File: config.mk
export PLATFORM = sky130hd
export DESIGN_NAME = scan_buffer_tx
export DESIGN_NICKNAME = d
export VERILOG_FILES = /design/src/rtl/scan_pkg.sv /design/src/rtl/scan_bit_clk.sv /design/src/rtl/scan_buffer_tx.sv
export SDC_FILE = /design/constraint.sdc
export NUM_CORES = 1
export LEC_CHECK = 0
export BUFFER_PORTS_ARGS = -buffer_cell sky130_fd_sc_hd__buf_2
export CORE_MARGIN = 4
export CORE_UTILIZATION = 55
export CTS_BUF_LIST = sky130_fd_sc_hd__clkbuf_16
export DETAILED_ROUTE_END_ITERATION = 16
export GPL_TIMING_DRIVEN = 0
export HOLD_SLACK_MARGIN = 0.12
export PLACE_DENSITY_LB_ADDON = 0.15
export SLEW_MARGIN = 20
export SYNTH_ARGS = -nofsm -noshare
export SYNTH_HDL_FRONTEND = slang
export SYNTH_HIERARCHICAL = 1
export SYNTH_SLANG_ARGS = --single-unit
File: constraint.sdc
create_clock -name clk -period 2.1 [get_ports clk]
set_input_delay 0.105 -clock clk [delete_from_list [all_inputs] [get_ports clk]]
set_output_delay 0.105 -clock clk [all_outputs]
set_load 0.05 [all_outputs]
File: src/rtl/scan_pkg.sv
// Shared definitions for the scan buffer transmitter: state encoding and width helper.
package scan_pkg;

   localparam int STATE_W = 2;

   typedef enum logic [STATE_W-1:0] {
      S_IDLE = 2'b00,
      S_SCAN = 2'b01,
      S_FULL = 2'b10,
      S_XFER = 2'b11
   } scanState_t;

   // Bits needed to hold 0..v-1, never less than one.
   function automatic int clogMin1(input int v);
      return (v <= 2) ? 1 : $clog2(v);
   endfunction

endpackage

File: src/rtl/scan_bit_clk.sv
// Serial bit clock: BIT_DIV cycles low, BIT_DIV cycles high; bit_done marks the last high cycle.
module scan_bit_clk
   import scan_pkg::*;
#(
   parameter int BIT_DIV = 1
) (
   input  logic clk,
   input  logic rst,
   input  logic en,
   output logic clk_out,
   output logic bit_done
);

   localparam int PW = clogMin1(BIT_DIV);
   localparam logic [PW-1:0] PH_LAST = PW'(BIT_DIV - 1);

   logic [PW-1:0] phaseCnt;

   always_ff @(posedge clk) begin
      if (rst || !en) begin
         phaseCnt <= '0;
         clk_out  <= 1'b0;
      end else if (phaseCnt == PH_LAST) begin
         phaseCnt <= '0;
         clk_out  <= ~clk_out;
      end else begin
         phaseCnt <= phaseCnt + PW'(1);
      end
   end

   assign bit_done = en && clk_out && (phaseCnt == PH_LAST);

endmodule

File: src/rtl/scan_buffer_tx.sv
// Samples sample_in into a DEPTH-entry buffer, then sends it as a framed serial word.
// Define SCAN_PARITY_EN to append an even-parity bit after the payload.
module scan_buffer_tx
   import scan_pkg::*;
#(
   parameter int DATA_W     = 2,
   parameter int DEPTH      = 2,
   parameter int SAMPLE_DIV = 8,
   parameter int BIT_DIV    = 1
) (
   input  logic                         clk,
   input  logic                         rst,
   input  logic                         scan_start,
   input  logic [DATA_W-1:0]            sample_in,
   input  logic                         ready_for_transfer,
   output logic                         clk_out,
   output logic                         data_out,
   output logic                         frame_out,
   output logic [STATE_W-1:0]           ps,
   output logic [clogMin1(DEPTH+1)-1:0] buf_count
);

   localparam int PAY_W = DATA_W * DEPTH;
`ifdef SCAN_PARITY_EN
   localparam int NBITS = PAY_W + 1;
`else
   localparam int NBITS = PAY_W;
`endif
   localparam int SCW = clogMin1(SAMPLE_DIV);
   localparam int BIW = clogMin1(NBITS);
   localparam int BCW = clogMin1(DEPTH + 1);
   localparam logic [SCW-1:0] SAMPLE_LAST = SCW'(SAMPLE_DIV - 1);
   localparam logic [BIW-1:0] BIT_LAST    = BIW'(NBITS - 1);
   localparam logic [BCW-1:0] FILL_LAST   = BCW'(DEPTH - 1);

   scanState_t                     state;
   logic [SCW-1:0]                 sampleCnt;
   logic [BCW-1:0]                 bufCount;
   logic [BIW-1:0]                 bitIdx;
   logic [DEPTH-1:0][DATA_W-1:0]   bufMem;
   logic [NBITS-1:0]               frameBits;
   logic                           capture;
   logic                           bitDone;

   assign capture   = (state == S_SCAN) && (sampleCnt == SAMPLE_LAST);
   assign ps        = state;
   assign buf_count = bufCount;

   // Transmit order lives at frameBits[0] upward: entry 0 first, MSB first within an entry.
   always_comb begin
      frameBits = '0;
      for (int e = 0; e < DEPTH; e++)
         for (int b = 0; b < DATA_W; b++)
            frameBits[e*DATA_W + DATA_W-1-b] = bufMem[e][b];
`ifdef SCAN_PARITY_EN
      frameBits[NBITS-1] = ^bufMem;
`endif
   end

   always_ff @(posedge clk) begin
      for (int e = 0; e < DEPTH; e++)
         if (capture && bufCount == BCW'(e))
            bufMem[e] <= sample_in;
   end

   scan_bit_clk #(.BIT_DIV(BIT_DIV)) uBitClk (
      .clk      (clk),
      .rst      (rst),
      .en       (state == S_XFER),
      .clk_out  (clk_out),
      .bit_done (bitDone)
   );

   always_ff @(posedge clk) begin
      if (rst) begin
         state     <= S_IDLE;
         sampleCnt <= '0;
         bufCount  <= '0;
         bitIdx    <= '0;
         data_out  <= 1'b0;
         frame_out <= 1'b0;
      end else begin
         case (state)
            S_IDLE: if (scan_start) begin
               state     <= S_SCAN;
               sampleCnt <= '0;
               bufCount  <= '0;
            end
            S_SCAN: if (capture) begin
               sampleCnt <= '0;
               bufCount  <= bufCount + BCW'(1);
               if (bufCount == FILL_LAST) state <= S_FULL;
            end else begin
               sampleCnt <= sampleCnt + SCW'(1);
            end
            S_FULL: if (ready_for_transfer) begin
               state     <= S_XFER;
               bitIdx    <= '0;
               frame_out <= 1'b1;
               data_out  <= frameBits[0];
            end
            S_XFER: if (bitDone) begin
               if (bitIdx == BIT_LAST) begin
                  state     <= S_IDLE;
                  bitIdx    <= '0;
                  bufCount  <= '0;
                  frame_out <= 1'b0;
                  data_out  <= 1'b0;
               end else begin
                  bitIdx   <= bitIdx + BIW'(1);
                  data_out <= frameBits[bitIdx + BIW'(1)];
               end
            end
            default: state <= S_IDLE;
         endcase
      end
   end

endmodule

# Yosys cells after proc, flatten, opt, wreduce, memory -nomap -nowiden
# Cells that the tools add are included.
# classes
addsub	4
n_mul	0
n_div	0
magnitude_cmp	1
eq_ne	12
shifts	0
n_mux	27
n_bitwise	2
n_reduce_logical	18
# op_table
op	count
$mux 2	11
$ne 2x2->1 const B	5
$pmux 2 s4	1
$mux 1	7
$eq 2x2->1 const B	3
$mux 3	2
$pmux 2 s3	1
$pmux 3 s2	1
$reduce_and 6->1	1
$logic_and 1x1->1	5
$reduce_and 5->1	1
$add 2x1->2 const B	2
$eq 2x1->1 const B	2
$logic_not 2->1	2
$pmux 1 s2	2
$pmux 2 s2	1
$reduce_and 4->1	1
$reduce_bool 2->1	2
$add 3x1->3 const B	1
$eq 3x3->1 const B	1
$lt 2x3->1 const B	1
$reduce_and 3->1	1
$reduce_bool 3->1	1
$bmux 1 s2	1
7 further kinds	8
# word_totals
regBits	17
latchBits	0
ram_bits	0
romBits	0
output_inout_bits	7
wordCells	74
memories	0

# Depth between registers and ports, before layout
# logic_depth
ltp_word	6
mapped_depth	7

# Cells and area by module
# Netlist, hierarchy kept.
# by_module_without_submodules
mod	n_inst	cells_each	area_each_um2	seq_area_each_um2
scan_buffer_tx	1	89	883.3	340.3
scan_bit_clk	1	6	75.1	40.0

# Least setup slack after synthesis
# Ideal clock, no wire load.
# synth_timing
kind	register to register
startpoint	register state[0] (netlist: ps[0])
endpoint	register data_out
setup_ps	128
t_arrival_ps	1810
t_required_ps	1972
slack_ps	162
stages_incl_launch_ff	7
path_buffers	0
period_less_slack_ps	1938
path_cell_list	dfxtp_1 > ha_1 > and3b_2 > nor2b_4 > or2_1 > a221oi_2 > nor2_1
# synth_between
elab_chain_cells	5
elab_cells_between_ends	9
cone_classes	4 x eq/ne; 1 x mux; 4 x reduce/logical
# synth_rtl
element	line_no	text
start: declaration	scan_buffer_tx.sv:36	scanState_t state;
start signal: assignment	scan_buffer_tx.sv:76	state <= S_IDLE;
start signal: assignment	scan_buffer_tx.sv:85	state <= S_SCAN;
start signal: assignment	scan_buffer_tx.sv:92	if (bufCount == FILL_LAST) state <= S_FULL;
$eq 2x2->1	scan_buffer_tx.sv:69	.en (state == S_XFER),
$logic_and 1x1->1 (2 in a row)	scan_bit_clk.sv:31	assign bit_done = en && clk_out && (phaseCnt == PH_LAST);
named net bitDone	scan_buffer_tx.sv:43	logic bitDone;
$ne 2x2->1 (no line)	n/a	
$reduce_and 3->1 (no line)	n/a	
end signal: assignment	scan_buffer_tx.sv:100	data_out <= frameBits[0];
end signal: assignment	scan_buffer_tx.sv:111	data_out <= frameBits[bitIdx + BIW'(1)];
end: declaration	scan_buffer_tx.sv:17	output logic data_out,
# The timed path passes the listed nets, and every way through them passes these cells.
# A chain may end at the register's enable or synchronous reset.

# Worst setup path after layout
# Ends and elaborated chain as after synthesis.

==> key figures <==
Worst setup path
  – Nature of the critical path endpoint: flip-flop
  – Worst-case reg-to-reg path depth: 6
  – Worst flop-to-flop path startpoint: ps[0]
  – Maximum fanout along the worst path: 7
  – Cell-by-cell trace of the critical path: ha_1, and3b_2, nor2b_4, or2_1, a221oi_2, nor2_1
  – Endpoint of the worst-slack reg-to-reg timing path: data_out
  – Delay of the slowest critical-path stage: 0.42 ns
  – Combined buffer and inverter count along the critical path: 0
  – Kind of cell adding the most delay to the critical path: simple AND/OR/NAND/NOR gates
  – Standard cell with the maximum stage delay on the critical path: sky130_fd_sc_hd__dfxtp_1
  – Setup slack on the worst flop-to-flop path: 0.39 ns
  – Nature of the critical path startpoint: flip-flop
  – Setup Crit Path Kind: flip-flop to flip-flop
  – Required time reported for the critical path endpoint: 2.22 ns
  – Worst EP arrival: 1.83 ns

Min path
  – Min-delay worst type: input pin to flip-flop
  – Startpoint of the worst hold path: ready_for_transfer
  – Hold Path End: bitIdx[1]
  – Number of cells on the worst hold path: 3

Drt
  – Wirelength, routed: 1910 um
  – Length of the first detailed-routing pass in iterations: 4
  – Avg Vias per Cell: 5.83
  – DRC Markers: 0
  – DRC violation total after the first TritonRoute iteration: 6
  – Post-DRT Antenna Nets: 0
  – Detail-routed net length per standard cell: 14.7 um
  – Via count: 758

Synth
  – Yosys warns: 6
  – Count of flip-flops with a built-in enable after synthesis: 4
  – Most used standard cell by instance count after synthesis: sky130_fd_sc_hd__dfxtp_1
  – Top flip-flop cell by instance count after synthesis: sky130_fd_sc_hd__dfxtp_1
  – Post-synthesis cell area: 958 um^2
  – Average cell area after synthesis: 10.1 um^2
  – Most instantiated cells after synthesis: 13 x sky130_fd_sc_hd__dfxtp_1, 10 x sky130_fd_sc_hd__ha_1, 7 x sky130_fd_sc_hd__nand2b_1, 7 x sky130_fd_sc_hd__nor2_1, 6 x sky130_fd_sc_hd__nand3_1
  – Top cell type by total area after synthesis: sky130_fd_sc_hd__dfxtp_1
  – Top cell type's share of synthesized area: between 20 and 30%
  – Leading post-synthesis cells by cell area: sky130_fd_sc_hd__dfxtp_1 27%, sky130_fd_sc_hd__ha_1 13%, sky130_fd_sc_hd__edfxtp_1 13%, sky130_fd_sc_hd__nand2b_1 4.6%, sky130_fd_sc_hd__nand3_1 3.1%
  – Net count after synthesis: 111
  – Register area share after synthesis: 39.7%
  – Yosys cell types: 35
  – Async set or reset register ratio after synthesis: 0%
  – Flops & latches, synth: 17
  – Mapped Cells: 95

Clock tree
  – CTS HTree Levels: 1
  – Clock tree root buffer cell: sky130_fd_sc_hd__clkbuf_16
  – Clock latency reported for the late side of the worst-skew pair: 0.25 ns
  – CTS clk-pin slew, worst paths: 0.05 ns
  – Number of CTS-inserted buffers: 3
  – # resized after CTS: 0
  – CTS tree: yes
  – Worst-case clock buffer depth: 2
  – CTS sink cnt: 17

Floorplanning
  – Row count: 14
  – Die boundary width: 49.7 um
  – Die area: 2470 um^2
  – Placeable core region: 1580 um^2
  – Count of boundary I/O pins: 13
  – Effective utilization at floorplan: 60.8%
  – Die extent in y: 49.7 um

Placed design
  – Worst slack after detailed placement: ~0.40 ns
  – Placed insts: about 120
  – GP Congestion: between 0.7 and 0.8
  – DP Wirelength: about 1400 um
  – Number of I/O port buffers: 12

Layout
  – Layout Area Growth over Synthesis: 19.7%
  – Area occupied by multi-input gates: 539 um^2
  – Number of non-filler instances in the completed layout: 130
  – # nets final: 131
  – Fillers: between 100 and 150
  – Register area: 380 um^2
  – Diode count: 0
  – Fraction of final layout cells with drive strength greater than 1: roughly a fifth

STA
  – Highest attainable clock frequency: 585 MHz
  – Min cycle time layout: 1.71 ns
  – Final setup viols: 0
  – Number of failing hold endpoints at the final stage: 0
  – Number of max-slew violations in the final report: 0
  – Clock skew after layout: 0.00113 ns
  – Final Cycle Share: 81.4%
  – Worst setup slack after layout: between 0.3 and 0.4 ns
  – Total negative setup slack: 0 ns
  – Hold WS: around 0.21 ns
  – Setup repair after global routing missed its margin: no

Run
  – Max-cap violations: 0

Global routing
  – Initial antenna violation count: 0
  – Total gr overflow: 0
  – Number of global-route vias before repair: 712
  – Gr usage total: approximately 17%
  – Maximum number of pins on one net before global-route repair: 11
  – Wire length of the first global-routing pass: 3210 um

Pwr
  – Leak pwr: 0.506 nW
  – Maximum vdd ir drop: 0.779 mV
  – Ratio of total power to cell area: 1170 nW/um^2

Status
  – Result of the run: completed
[layout make-up]
type                       instances  area share (%)
inverter                           5            1.64
buffer                             3            1.74
timing repair buffer              15            7.85
clock inverter                     1           0.327
tap                               16            1.74
sequential                        17            33.2
multi-input combinational         70            47.0
clock buffer                       3            6.54
[sequential cells by signal, indices dropped and copies added, names as in the netlist]
| register | flops |
|---|---|
| uBitClk/clk_out | 1 |
| bitIdx | 2 |
| data_out | 1 |
| frame_out | 1 |
| sampleCnt | 3 |
| buf_count | 2 |
| ps | 2 |
| uBitClk/phaseCnt | 1 |
| bufMem | 4 |
[layout by cell type, fill, tap and decap left out, types with 3 or more instances in the layout]
master / n
sky130_fd_sc_hd__inv_1: 6
sky130_fd_sc_hd__buf_2: 13
sky130_fd_sc_hd__nand2b_1: 7
sky130_fd_sc_hd__clkbuf_16: 3
sky130_fd_sc_hd__edfxtp_1: 4
sky130_fd_sc_hd__nand2_1: 3
sky130_fd_sc_hd__nand3_1: 6
sky130_fd_sc_hd__dfxtp_1: 13
sky130_fd_sc_hd__dlygate4sd3_1: 3
sky130_fd_sc_hd__ha_1: 10
sky130_fd_sc_hd__nor2_1: 7
sky130_fd_sc_hd__and3_1: 4
sky130_fd_sc_hd__a21oi_1: 5
[worst reg2reg max path, delay by kind of cell, from the launching register on]
| kind | cells | cell delay [ns] |
|---|---|---|
| and+or+nand+nor | 4 | 0.66 |
| DFF | 1 | 0.42 |
| AOI/OAI and AO/OA | 1 | 0.27 |
| adders and majority gates | 1 | 0.24 |
[routing by layer]
metal / global-route usage (%) / wire, um / vias to the layer above
li1: - / - / 387
met1: 19.0 / 810 / 354
met2: 31.3 / 1000 / 13
met3: 2.71 / 62 / 4
met5: 0 / 0 / -
met4: 8.29 / 29 / 0
[power by group]
part / total [W] / switching (W) / internal, W
clock network: 0.000376 / 0.000123 / 0.000253
registers: 0.000420 / 0.0000405 / 0.000380
logic: 0.000545 / 0.000360 / 0.000185
[cell families after synthesis]
| kind of cell | count (synthesis) | synth area share (%) |
|---|---|---|
| xor+xnor | 1 | 0.914 |
| mux | 3 | 4.44 |
| flops | 17 | 39.7 |
| fa+ha+maj | 10 | 13.1 |
| buf+inv | 8 | 4.05 |
| simple gates | 36 | 22.8 |
| other cells | 1 | 0.391 |
| compound gates | 19 | 14.6 |
[stage by stage]
| step | power, W | cell area (um^2) | util (%) |
|---|---|---|---|
| 3_5_place_dp | 0.000967 | 1040 | 65.9 |
| 2_1_floorplan | 0.000851 | 958 | - |
| 4_1_cts | 0.00135 | 1150 | 72.8 |
| 6_report | 0.00134 | 1150 | 72.8 |
| 3_3_place_gp | 0.000946 | 1040 | 65.9 |
| 5_1_grt | 0.00142 | 1150 | 72.8 |
[worst max path at each step]
stage	startpoint	endpoint	slack, ns	depth (start not counted)
floorplan	ps[0]	data_out	0.16	6
global placement	ps[0]	data_out	0.43	6
detailed placement	ps[0]	data_out	0.40	6
CTS	ps[0]	data_out	0.38	6
global route	ps[0]	data_out	0.23	6
finish	ps[0]	data_out	0.39	6
[timing repair]
action / CTS / global route
endpoints found under the hold margin: 5 / 0
setup buffers: 0 / 0
hold buffers: 3 / 0
Note: power is estimated with default switching activity, not from simulation.
